--- src/rtl/word_tokenizer.sv ---
// word_tokenizer: splits a byte stream into whitespace-delimited words.
//
// Buffers up to WIDTH-1 non-delimiter bytes and presents them as a packed
// character array plus length, with valid/ready handshaking on both sides.
// Delimiters: 0x20, 0x09, 0x0A, 0x0D. Words that overflow are dropped (o_err
// pulses) and the remainder of that word is discarded.
//
// Optional feature macro: WORD_TOKENIZER_COMMENT_EN
//   defined   -> a '\' (0x5C) seen between words starts a comment that runs
//                to the next LF/CR.
//   undefined -> '\' is an ordinary word character.
//
// Ports:
//   i_clk    clock, rising edge
//   i_rst_n  asynchronous active-low reset
//   i_data   incoming character
//   i_valid  i_data is valid
//   o_ready  a character can be accepted this cycle (low while emitting)
//   o_word   WIDTH characters, character k at bits [k*8 +: 8]
//   o_len    number of valid characters in o_word
//   o_valid  o_word/o_len hold a complete word
//   i_ready  downstream accepts the word this cycle
//   o_err    one-cycle pulse on word overflow
module word_tokenizer #(
  parameter  int WIDTH      = 32,
  localparam int DATA_WIDTH = 8
) (
  input  logic                        i_clk,
  input  logic                        i_rst_n,
  input  logic [DATA_WIDTH-1:0]       i_data,
  input  logic                        i_valid,
  output logic                        o_ready,
  output logic [WIDTH*DATA_WIDTH-1:0] o_word,
  output logic [$clog2(WIDTH)-1:0]    o_len,
  output logic                        o_valid,
  input  logic                        i_ready,
  output logic                        o_err
);

  localparam int LEN_W = $clog2(WIDTH);
  localparam logic [LEN_W-1:0] MAX_LEN = LEN_W'(WIDTH - 1);

  typedef enum logic [2:0] {
    S_IDLE,
    S_WORD,
    S_EMIT,
    S_DRAIN
`ifdef WORD_TOKENIZER_COMMENT_EN
    , S_COMMENT
`endif
  } state_t;

  state_t                               r_state;
  state_t                               w_state_nxt;
  logic [WIDTH-1:0][DATA_WIDTH-1:0]     r_word;
  logic [LEN_W-1:0]                     r_len;
  logic                                 r_err;

  logic w_accept;
  logic w_delim;
  logic w_store;     // write i_data at index r_len and bump the length
  logic w_overflow;  // word too long: drop buffer, flag error
  logic w_clear;     // word handed off downstream

  assign w_accept = i_valid && o_ready;
  assign w_delim  = (i_data == 8'h20) || (i_data == 8'h09) ||
                    (i_data == 8'h0A) || (i_data == 8'h0D);

  always_ff @(posedge i_clk or negedge i_rst_n) begin
    if (!i_rst_n) begin
      r_state <= S_IDLE;
    end else begin
      r_state <= w_state_nxt;
    end
  end

  always_comb begin
    w_state_nxt = r_state;
    w_store     = 1'b0;
    w_overflow  = 1'b0;
    w_clear     = 1'b0;
    case (r_state)
      S_IDLE: begin
        if (w_accept && !w_delim) begin
`ifdef WORD_TOKENIZER_COMMENT_EN
          if (i_data == 8'h5C) begin
            w_state_nxt = S_COMMENT;
          end else begin
            w_store     = 1'b1;
            w_state_nxt = S_WORD;
          end
`else
          w_store     = 1'b1;
          w_state_nxt = S_WORD;
`endif
        end
      end
      S_WORD: begin
        if (w_accept) begin
          if (w_delim) begin
            w_state_nxt = S_EMIT;
          end else if (r_len == MAX_LEN) begin
            w_overflow  = 1'b1;
            w_state_nxt = S_DRAIN;
          end else begin
            w_store = 1'b1;
          end
        end
      end
      S_EMIT: begin
        if (i_ready) begin
          w_clear     = 1'b1;
          w_state_nxt = S_IDLE;
        end
      end
      S_DRAIN: begin
        if (w_accept && w_delim) begin
          w_state_nxt = S_IDLE;
        end
      end
`ifdef WORD_TOKENIZER_COMMENT_EN
      S_COMMENT: begin
        if (w_accept && ((i_data == 8'h0A) || (i_data == 8'h0D))) begin
          w_state_nxt = S_IDLE;
        end
      end
`endif
      default: w_state_nxt = S_IDLE;
    endcase
  end

  // Buffer is cleared whenever a word leaves (emitted or dropped), so the
  // length is always 0 in IDLE and storing at r_len also covers the first char.
  always_ff @(posedge i_clk or negedge i_rst_n) begin
    if (!i_rst_n) begin
      r_word <= '0;
      r_len  <= '0;
      r_err  <= 1'b0;
    end else begin
      r_err <= w_overflow;
      if (w_clear || w_overflow) begin
        r_word <= '0;
        r_len  <= '0;
      end else if (w_store) begin
        r_word[r_len] <= i_data;
        r_len         <= r_len + LEN_W'(1);
      end
    end
  end

  assign o_ready = (r_state != S_EMIT);
  assign o_valid = (r_state == S_EMIT);
  assign o_word  = r_word;
  assign o_len   = r_len;
  assign o_err   = r_err;

endmodule

--- config.mk ---
export PLATFORM = sky130hd
export DESIGN_NAME = word_tokenizer
export DESIGN_NICKNAME = d
export VERILOG_FILES = /design/src/rtl/word_tokenizer.sv
export SDC_FILE = /design/constraint.sdc
export NUM_CORES = 1
export LEC_CHECK = 0
export CAP_MARGIN = 25
export CORE_AREA = 3 3 176 178
export DETAILED_ROUTE_END_ITERATION = 12
export DIE_AREA = 0 0 179 181
export GPL_TIMING_DRIVEN = 1
export PLACE_DENSITY = 0.77
export SKIP_LAST_GASP = 1
export SYNTH_ARGS = -nofsm -noshare
export SYNTH_HDL_FRONTEND = slang
export SYNTH_SLANG_ARGS = --single-unit
--- constraint.sdc ---
create_clock -name i_clk -period 2.3 [get_ports i_clk]
set_input_delay 0.345 -clock i_clk [delete_from_list [all_inputs] [get_ports i_clk]]
set_output_delay 0.345 -clock i_clk [all_outputs]
set_load 0.05 [all_outputs]
# After elaboration in Yosys (flattened, before gate mapping)
# Index checks and enable logic that the tools add are counted.
dict set report classes {
  addsub 1
  magnitude_cmp 2
  eq_ne 14
  n_mux 25
  reduce_logical 12
}
# cell n
set ops {}
lappend ops {{256-bit 2-to-1 mux} 2}
lappend ops {{256-bit bitwise mux} 1}
lappend ops {{8-bit demux with 5-bit select} 1}
lappend ops {{8-bit by 4-bit == test with 1-bit output, second input constant} 3}
lappend ops {{3-bit 2-to-1 mux} 6}
lappend ops {{3-bit case mux with 4 select lines} 1}
lappend ops {{1-bit 2-to-1 mux} 10}
lappend ops {{5-bit 2-to-1 mux} 2}
lappend ops {{8-bit by 6-bit == test with 1-bit output, second input constant} 1}
lappend ops {{8-bit 2-to-1 mux} 1}
lappend ops {{3-bit by 2-bit == test with 1-bit output, second input constant} 2}
lappend ops {{5-bit by 6-bit < comparator with 1-bit output, second input constant} 1}
lappend ops {{2-bit inequality test, second input constant} 3}
lappend ops {{5-bit by 1-bit adder with 5-bit output, second input constant} 1}
lappend ops {{5-bit == test, second input constant} 1}
lappend ops {{5-bit by 1-bit >= comparator with 1-bit output, second input constant} 1}
lappend ops {{5-bit AND reduction} 1}
lappend ops {{1-bit logical AND} 4}
lappend ops {{1-bit logical OR} 4}
lappend ops {{3-bit by 1-bit == test with 1-bit output, second input constant} 1}
lappend ops {{3-bit logical NOT} 1}
lappend ops {{3-bit by 2-bit inequality test with 1-bit output, second input constant} 1}
lappend ops {{3-bit inequality test, second input constant} 1}
lappend ops {{2-bit by 1-bit inequality test with 1-bit output, second input constant} 1}
lappend ops {{3 further kinds} 3}
dict set report totals {
  regBits 265
  inputBits 12
  out_inout_bits 264
  wordCells 89
}

# Longest topological paths before layout
dict set report logic_depth {
  depth_word 10
  depth_mapped 11
  depth_no_buf 8
}

# Worst setup path before layout
# OpenSTA, ideal clock, no wires.
dict set report synth_path {
  path_type {flip-flop to flip-flop}
  startpoint {reg r_len[0], in the netlist o_len[0]}
  endpoint {reg r_word, in the netlist o_word[62]}
  setup_time_ns 0.125
  t_arrival_ns 2.554
  required_ns 2.175
  slack_ns -0.379
  path_stages_with_launch 8
  n_path_buf 1
  synth_period_minus_slack_ns 2.679
  path_cell_list {dfrtp_1 > ha_1 > and3_1 > ha_1 > nand2_1 > buf_2 > nand4_4 > mux2_4}
}
dict set report synth_between {
  elab_chain_len 7
  word_cells_on_any_way 19
  cone_classes {order compare: 2; eq/ne: 1; mux: 13; reduce/logical: 3}
}
# item line
set synth_rtl {}
lappend synth_rtl {{start, declared} 56} ;# logic [LEN_W-1:0] r_len;
lappend synth_rtl {{start signal, assigned} 146} ;# r_len <= r_len + LEN_W'(1);
lappend synth_rtl {{5-bit by 6-bit < comparator with 1-bit output (implied by the code), or another cell as far along} 145} ;# r_word[r_len] <= i_data;
lappend synth_rtl {{1-bit logical AND (implied by the code) / 1-bit 2-to-1 mux (equally long branches)} {145, 102}}
lappend synth_rtl {{8-bit 2-to-1 mux (implied by the code) / 1-bit 2-to-1 mux (equally long branches)} {145, 100}}
lappend synth_rtl {{8-bit demux with 5-bit select / 1-bit 2-to-1 mux (equally long branches)} {145, 99}}
lappend synth_rtl {{256-bit bitwise mux / 1-bit 2-to-1 mux (equally long branches)} {145, 82}}
lappend synth_rtl {{256-bit 2-to-1 mux / 1-bit logical OR (equally long branches)} {144, 141}}
lappend synth_rtl {{256-bit 2-to-1 mux / 2-bit nonzero test (equally long branches)} -}
lappend synth_rtl {{end signal, assigned by index} 145}
lappend synth_rtl {{end, declared} 55} ;# logic [WIDTH-1:0][DATA_WIDTH-1:0] r_word;
# Parallel ways exist; a longest one is shown, timed or not. The select of a mux whose other input is x is not followed.
# A chain may end at the register's enable or synchronous reset.

# Final worst setup path
dict set report layout_path {
  startpoint {reg r_len[0], in the netlist o_len[0]}
  endpoint {out o_len[0]}
}
# item line
set layout_rtl {}
lappend layout_rtl {{end, declared} 34} ;# output logic [$clog2(WIDTH)-1:0] o_len,
# No word-level cell between the ends.

==> metrics.txt <==
run status=completed; dpl cells=1,621; Power, Total=26.0 mW; I/O pin count=276; total setup buffers inserted after CTS=0; Die Span Y=181 um; site row count=63; Placed Area=15,400 um2; fin area=16,500 um2; worst reg2reg path startpoint=o_len[0]; Die ar.=32,400 um2; initial core utilization=0.397; Clock transition at path regs=60 ps; Final Critical Period=2250 ps; non-filler instance count after layout=1,673; Slew Limit Fails=0; Max clock buf depth=3; DRT iter0 DRCs=774; Hold Crit Class=in2async; core area=29,600 um2; CP startpoint=o_len[0]; Fin Clk Skew=11.8 ps; TritonCTS Buffers=28; Root Buffer=clkbuf_16; Die X=179 um; post-route ant nets=0; PD cells=1580 nW/um2; post-synth cell types=41; CTS Sinks=264; Final period util=0.979; Final setup viols=0; Congestion Overflow GR=0; reg2reg setup slack=120 ps; ant diodes=0; CP max FO=6; DRC errors left=0; clock latency on the worst-skew pair=550 ps; Synth Instances=977; Post-Syn Area=11,700 um2; max frequency=444 MHz; Final #Nets=1,280; maxcap violations=0; FF-to-FF End=o_word[218]; Crit. End Element=output pin; fillcell total=2,492; drt first pass iters=4; vias per std cell=5.49; Setup Crit Path Kind=reg2out; GPL Wtd Cong=0.801; vias=9,188; #FFs+latches synth=264; layout overhead on the synthesized area=40.3%; Worst IR Drop VDD=1.01 mV; Worst slew margin=0.552; number of port buffers=275; Worst Tran Pin Value=671 ps; TritonCTS clock tree=built; vias in the first global route=9,405; post-synthesis sequential area ratio=0.563; leakage=7.82 nW; final hold vios=0; largest net degree at the start of global routing=111; RSZ-0062 raised after global routing=false; CP Data Arrival Time=1910 ps; Syn. warnings=0; Routed WL per cell=21.7 um; all-layer global routing usage=0.220; initial antenna violation count=0; first-pass GRT wire length=56,000 um; startpoint types=flip-flop; H-tree Lvls=1; Post-Syn Nets=994; Avg Inst Size Synth=12.0 um2; DP HPWL=23,600 um; Worst EP required=1960 ps; layout cells sized above 1=0.239; R2R depth=9; final WL=36,300 um
[cell type report]
class	count	area [um2]	share of cell area
clock buffer	37	806	0.0490
clock inverter	13	171	0.0104
inverter	12	45.0	0.00274
multi-input combinational	604	4640	0.282
sequential	264	6610	0.402
tap	390	488	0.0297
timing repair buffer	353	3700	0.225
[cell usage in the layout, fill, tap and decap left out, drive strengths merged, types with 2 or more instances in the layout]
| master | instances |
|---|---|
| buf | 79 |
| nand2b | 2 |
| clkbuf | 38 |
| clkinv | 8 |
| a21oi | 3 |
| nand2 | 120 |
| o2111ai | 16 |
| nor2b | 7 |
| clkdlybuf4s50 | 270 |
| mux2 | 128 |
| o22ai | 112 |
| inv | 12 |
| nand3 | 3 |
| ha | 5 |
| o211ai | 2 |
| dfrtp | 264 |
| nor2 | 7 |
| and2 | 3 |
| and3 | 131 |
| bufinv | 4 |
| nand4 | 35 |
| o21ai | 23 |
[how the worst max path moves through the flow]
stage,slack (ps),cells after the start,endpoint
CTS,-4,7,o_word[195]
floorplan,0.5,10,o_word[56]
global placement,-290,7,o_word[197]
detailed placement,-370,7,o_word[195]
global route,1,2,o_len[0]
finish,50,2,o_len[0]
[sequential cells by signal, indices dropped and copies added (netlist names)]
name and cells:
r_state 2, o_len 5, o_word 256, o_err 1
[metal layers]
metal  share of wire  global-route usage  vias up
met5               0                   0        -
met4           0.024              0.0539        0
met3           0.090              0.0597       65
met2            0.47               0.351      366
met1            0.42               0.299     4655
li1                -                   -     4102
[power by group]
part	switching (mW)	leakage [nW]	internal, mW
sequential	1.08	3.50	6.40
combinational	8.90	3.84	4.84
clock	1.89	0.485	2.90
[worst max-delay path: stages (launching register included)]
cell and delay, ps:
dfrtp_2 390, buf_4 150, clkdlybuf4s50_1 830
[stage by stage]
stage / hold slack, ps / util / worst slack (ps) / setup TNS (ps)
2_1_floorplan: 49.4 / - / 0.526 / 0
3_3_place_gp: 240 / 0.522 / -290 / -59590
3_5_place_dp: 241 / 0.522 / -368 / -65360
4_1_cts: 271 / 0.555 / -3.95 / -7.00
5_1_grt: 283 / 0.557 / 1.14 / 0
6_report: 274 / 0.557 / 48.5 / 0
[cell usage after synthesis, drive strengths merged]
master | number | area share
nand3 | 3 | 0.0013
o211ai | 2 | 0.0017
and2b | 1 | 0.00064
o22ai | 112 | 0.060
nor2 | 7 | 0.0029
and3 | 131 | 0.070
ha | 5 | 0.0053
o21ai | 23 | 0.010
or3 | 1 | 0.00053
or2 | 1 | 0.00053
nand2 | 120 | 0.039
a21oi | 3 | 0.0013
nor2b | 7 | 0.0037
o2111ai | 16 | 0.027
dfrtp | 264 | 0.56
nor3 | 1 | 0.00085
inv | 12 | 0.0038
buf | 45 | 0.027
and2 | 3 | 0.0016
mux2 | 128 | 0.13
mux2i | 1 | 0.0019
o21a | 1 | 0.00064
nand4 | 35 | 0.033
o221a | 1 | 0.00096
nand2b | 2 | 0.0011
clkbuf | 52 | 0.017
[repair_timing]
action	CTS	global route
gates resized for setup	1	6
hold buffers	1	0
cloned	0	1
setup endpoints to repair	4	186
hold endpoints to repair	31	0
[cell families after synthesis]
group	count (synthesis)	share of synthesized area
AOI/OAI and AO/OA	158	0.102
muxes	129	0.127
and+or+nand+nor	312	0.155
buffers and inverters	109	0.0475
adders and majority gates	5	0.00533
DFF	264	0.563
Power figures use the tool's default switching activity.
